**src/rtl/ysyx_22050058_wb.sv**
```systemverilog
// Writeback stage: 2-entry bundle FIFO that commits one instruction per cycle to the register file.
// Latency: 1 cycle from acceptance into an empty FIFO to the registered commit outputs.
// Backpressure: wb_ready_o drops when full, halted or flushing; wb_stall_i holds the head entry.
module ysyx_22050058_wb #(
    parameter int XLEN = 64
) (
    input  logic            clk,
    input  logic            rst,
    input  logic            wb_valid_i,
    output logic            wb_ready_o,
    input  logic [XLEN-1:0] wb_pc_i,
    input  logic            wb_dpicstop_i,
    input  logic [4:0]      wb_reg_waddr_i,
    input  logic            wb_we_i,
    input  logic [XLEN-1:0] wb_wdata_i,
    input  logic            wb_flush_i,
    input  logic            wb_stall_i,
    output logic            rf_we_o,
    output logic [4:0]      rf_waddr_o,
    output logic [XLEN-1:0] rf_wdata_o,
    output logic            commit_valid_o,
    output logic [XLEN-1:0] commit_pc_o,
    output logic            halt_o,
    output logic [1:0]      wb_count_o
);

    typedef struct packed {
        logic [XLEN-1:0] pc;
        logic            stop;
        logic [4:0]      waddr;
        logic            we;
        logic [XLEN-1:0] wdata;
    } bundle_t;

    bundle_t    fifo_mem [2];
    bundle_t    head;
    bundle_t    in_bundle;
    logic       wr_ptr;
    logic       rd_ptr;
    logic [1:0] count;
    logic       push;
    logic       pop;

    // Ready is derived from registered state and flush only, never from wb_valid_i.
    assign wb_ready_o = (count != 2'd2) && !halt_o && !wb_flush_i;
    assign push       = wb_valid_i && wb_ready_o;
    assign pop        = (count != 2'd0) && !wb_stall_i && !halt_o && !wb_flush_i;
    assign head       = fifo_mem[rd_ptr];
    assign wb_count_o = count;

    assign in_bundle = '{pc: wb_pc_i, stop: wb_dpicstop_i, waddr: wb_reg_waddr_i,
                         we: wb_we_i, wdata: wb_wdata_i};

    always_ff @(posedge clk) begin
        if (push) begin
            fifo_mem[wr_ptr] <= in_bundle;
        end
    end

    always_ff @(posedge clk) begin
        if (rst) begin
            count          <= 2'd0;
            wr_ptr         <= 1'b0;
            rd_ptr         <= 1'b0;
            rf_we_o        <= 1'b0;
            rf_waddr_o     <= 5'd0;
            rf_wdata_o     <= '0;
            commit_valid_o <= 1'b0;
            commit_pc_o    <= '0;
            halt_o         <= 1'b0;
        end else if (wb_flush_i) begin
            count          <= 2'd0;
            wr_ptr         <= 1'b0;
            rd_ptr         <= 1'b0;
            rf_we_o        <= 1'b0;
            commit_valid_o <= 1'b0;
        end else begin
            rf_we_o        <= 1'b0;
            commit_valid_o <= 1'b0;
            if (pop) begin
                rf_we_o        <= head.we && (head.waddr != 5'd0);
                rf_waddr_o     <= head.waddr;
                rf_wdata_o     <= head.wdata;
                commit_valid_o <= 1'b1;
                commit_pc_o    <= head.pc;
            end
            // A retiring stop drops any younger entry, including one pushed on this edge.
            if (pop && head.stop) begin
                halt_o <= 1'b1;
                count  <= 2'd0;
                wr_ptr <= 1'b0;
                rd_ptr <= 1'b0;
            end else begin
                if (push) wr_ptr <= ~wr_ptr;
                if (pop)  rd_ptr <= ~rd_ptr;
                case ({push, pop})
                    2'b10:   count <= count + 2'd1;
                    2'b01:   count <= count - 2'd1;
                    default: count <= count;
                endcase
            end
        end
    end

endmodule

```
**config.mk**
```make
export PLATFORM = sky130hd
export DESIGN_NAME = ysyx_22050058_wb
export DESIGN_NICKNAME = d
export VERILOG_FILES = /design/src/rtl/ysyx_22050058_wb.sv
export SDC_FILE = /design/constraint.sdc
export NUM_CORES = 1
export LEC_CHECK = 0
export BUFFER_PORTS_ARGS = -buffer_cell sky130_fd_sc_hd__buf_2
export CAP_MARGIN = 20
export CORE_ASPECT_RATIO = 0.75
export CORE_MARGIN = 10
export CORE_UTILIZATION = 55
export CTS_BUF_LIST = sky130_fd_sc_hd__clkbuf_4
export DETAILED_ROUTE_END_ITERATION = 8
export PLACE_DENSITY = 0.79
export SLEW_MARGIN = 20
export SYNTH_ARGS = -nofsm -noshare
export SYNTH_HDL_FRONTEND = slang
export SYNTH_SLANG_ARGS = --single-unit
```
**constraint.sdc**
```tcl
create_clock -name clk -period 8.8 [get_ports clk]
set_clock_uncertainty 0.05 [all_clocks]
set_input_delay 0.44 -clock clk [delete_from_list [all_inputs] [get_ports clk]]
set_output_delay 0.44 -clock clk [all_outputs]
set_load 0.02 [all_outputs]
```
==> impl_metrics.toml <==
[layout]
layout-drive-gt1-share = 0.315
nets = 1514
layout_common_cells = "buf_2, edfxtp_1, clkbuf_4, dfxtp_1"
synthToLayoutAreaGrowth_pct = 29.5
final_common_cell = "buf_2"
finalNonFillerCells = 1801
fillerInstances = 1682
post-route-util = 0.724

[power]
finalPower_mw = 3.92
swShare = 0.223
leakage_nw = 6.76
clockPowerShare = 0.402
power.density_nw_per_um2 = 209
internal_power_mw = 3.05
seq_power_share = 0.541
ir_worst_vdd_mv = 0.152
switchingPower_mw = 0.876
pwr-share-comb = 0.057

[place]
place_congestion = 0.779
place_hpwl_um = 20500
dp_cells = 1482
numPortBuffers = 278

[critical_path]
r2r_slack_ns = 5.29
worstPathRequired_ns = 9.29
worstSetupPathType = "flop to flop"
start_kind = "flop"
reg2regPathDepth = 6
r2r_end = "rf_wdata_o[40]$_SDFFE_PP0P_"
critical_path_arrival_ns = 4.00
critPathLaunch = "halt_o$_SDFFE_PP0P_"
timing.rr.start = "halt_o$_SDFFE_PP0P_"
cp_max_fo = 82
crit_path_end = "rf_wdata_o[40]$_SDFFE_PP0P_"
cp-end-kind = "flop"

[sta]
final-hold-violation-count = 0
finalSetupTns_ns = 0
max_freq_mhz = 285
worst_slew_pin_slew_ns = 0.963
timing.hold.ws_ns = 0.0939
finalCritPeriodShare = 0.399
slew_viol_final = 0
setup_viol = 0
slew_headroom = 0.358
period_minus_slack_ns = 3.51
rsz0062_at_grt = "false"

[floorplanning]
pin_count = 279
rows = 51
design.core.area_sq_um = 26000
start_util = 0.559
chipHeight_um = 161
die_area_sq_um = 33400
die_width_um = 208

[synthesis]
synth_area_sq_um = 14500
synth.largest_area_cell = "edfxtp_1"
ys_types = 34
yosys.area_share.simple = 0.00887
postSynthCellCount = 923
async_flop_share = 0
synth_top_family_by_area = "compound AO/OA/AOI/OAI gates"
yosysSeqAreaShare = 0.753
avgSynthCellArea_sq_um = 15.7
synthAdderAreaFrac = 0.000862
synth_ff_type = "edfxtp_1"
synth_top_area_frac = 0.558
synthXorXnorAreaFrac = 0.00121
synth_edf_count = 270
synthTopCellsByArea = "edfxtp_1, dfxtp_1, mux2i_1"
synth_compound_area_frac = 0.119
synth_mux_area_frac = 0.0931
yosysWarnings = 0
syn_nets = 1064
ys_ff_latch = 411

[global_routing]
grt_antenna_before_repair = 2
grtUsageTotal = 0.214
grt_overflow = 0
grt_pass1_vias = 10221
grt_pass1_wl_um = 57400
grt_max_degree = 98

[cts]
ctsHoldBuffers = 136
cts_buffer_depth = 3
numCtsBuffers = 96
cts_setup_buffers = 0
cts_tree = "built"
clkSinkCount = 411
cts.htree.levels = 3
ctsResizeCount = 0
cts_root_buf = "clkbuf_4"
clk_pin_slew_ns = 0.07
clk_latency_ns = 0.70

[flow_run]
cap_viol_max_count = 0

[detailed_routing]
first_pass_iters = 5
wl_met1_um = 14800
wire_per_inst_um = 20.5
wl_met2_um = 18400
wl_um = 37000
drc_errors = 0
dr_total_vias = 9806
first_iter_violations = 609
highest_layer = "met4"
ant_nets = 0
via_per_inst = 5.44
wl_met3_um = 2700

[status]
status = "complete, no violations"

[min_path]
min_path_type = "primary input to flop"
hold_depth = 3
[flip-flops by register name, indices dropped and copies added (netlist names), named ones only]
name            flops
fifo_mem          270
wb_count_o          2
wr_ptr              1
rf_we_o             1
commit_pc_o        64
rf_waddr_o          5
commit_valid_o      1
rf_wdata_o         64
halt_o              1
rd_ptr              1
[cell usage after synthesis, drive strengths merged (2+ instances only)]
cell    instances
a211oi        133
a21boi          2
a21oi         136
buf            45
clkbuf         28
dfxtp         141
edfxtp        270
inv             4
mux2i         134
nor2            6
nor3            2
o21ai           2
o31ai           2
or3             3
[worst min path at each step]
stage                                             end                         from
after detailed placement  rf_wdata_o[50]$_SDFFE_PP0P_  rf_wdata_o[50]$_SDFFE_PP0P_
after global routing              rd_ptr$_SDFFE_PP0P_                   wb_flush_i
final                                            flop                   wb_flush_i
after CTS                                        flop                   wb_flush_i
after global placement                           flop          rd_ptr$_SDFFE_PP0P_
after floorplan                                  flop          rd_ptr$_SDFFE_PP0P_
[layer usage]
layer	vias to the layer above	track usage
li1	4574	-
met2	393	0.351
met4	0	0.0920
met3	69	0.0640
met1	4770	0.259
met5	-	0
[kinds of logic after synthesis]
logic type      Yosys count
flops                   411
compound gates          276
mux                     135
buf+inv                  77
simple gates             21
xor+xnor                  2
fa+ha+maj                 1
[cell type report]
type,count,area [sq um],share of cell area
inverter,4,22.5,0.00120
clock buffer,152,1140,0.0607
tap,344,430,0.0229
sequential,411,10900,0.581
antenna,3,7.51,0.000399
clock inverter,27,166,0.00885
timing repair buffer,425,2860,0.152
multi-input combinational,435,3250,0.173
[worst max-delay path, stage by stage (launching register included)]
cell	delay, ns
dfxtp_1	0.37
nor3_4	0.20
buf_4	0.76
nand2_1	0.27
inv_4	0.69
buf_4	0.69
a211oi_1	0.18
[power groups by stage]
| stage | sequential, mW | clock, mW | combinational [mW] |
|---|---|---|---|
| floorplan | 2.18 | 0 | 0.0769 |
| global placement | 2.16 | 0 | 0.165 |
| detailed placement | 2.16 | 0 | 0.171 |
| CTS | 2.12 | 1.60 | 0.220 |
| global route | 2.12 | 1.73 | 0.243 |
| finish | 2.12 | 1.58 | 0.225 |
[through the flow]
step           cell area [sq um]  worst slack [ns]
2_1_floorplan              14500              1.69
3_3_place_gp               16100              5.15
3_5_place_dp               16100              5.12
4_1_cts                    18800              5.27
5_1_grt                    18800              5.07
6_report                   18800              5.29
No activity file was read; power rests on OpenSTA's default activity.
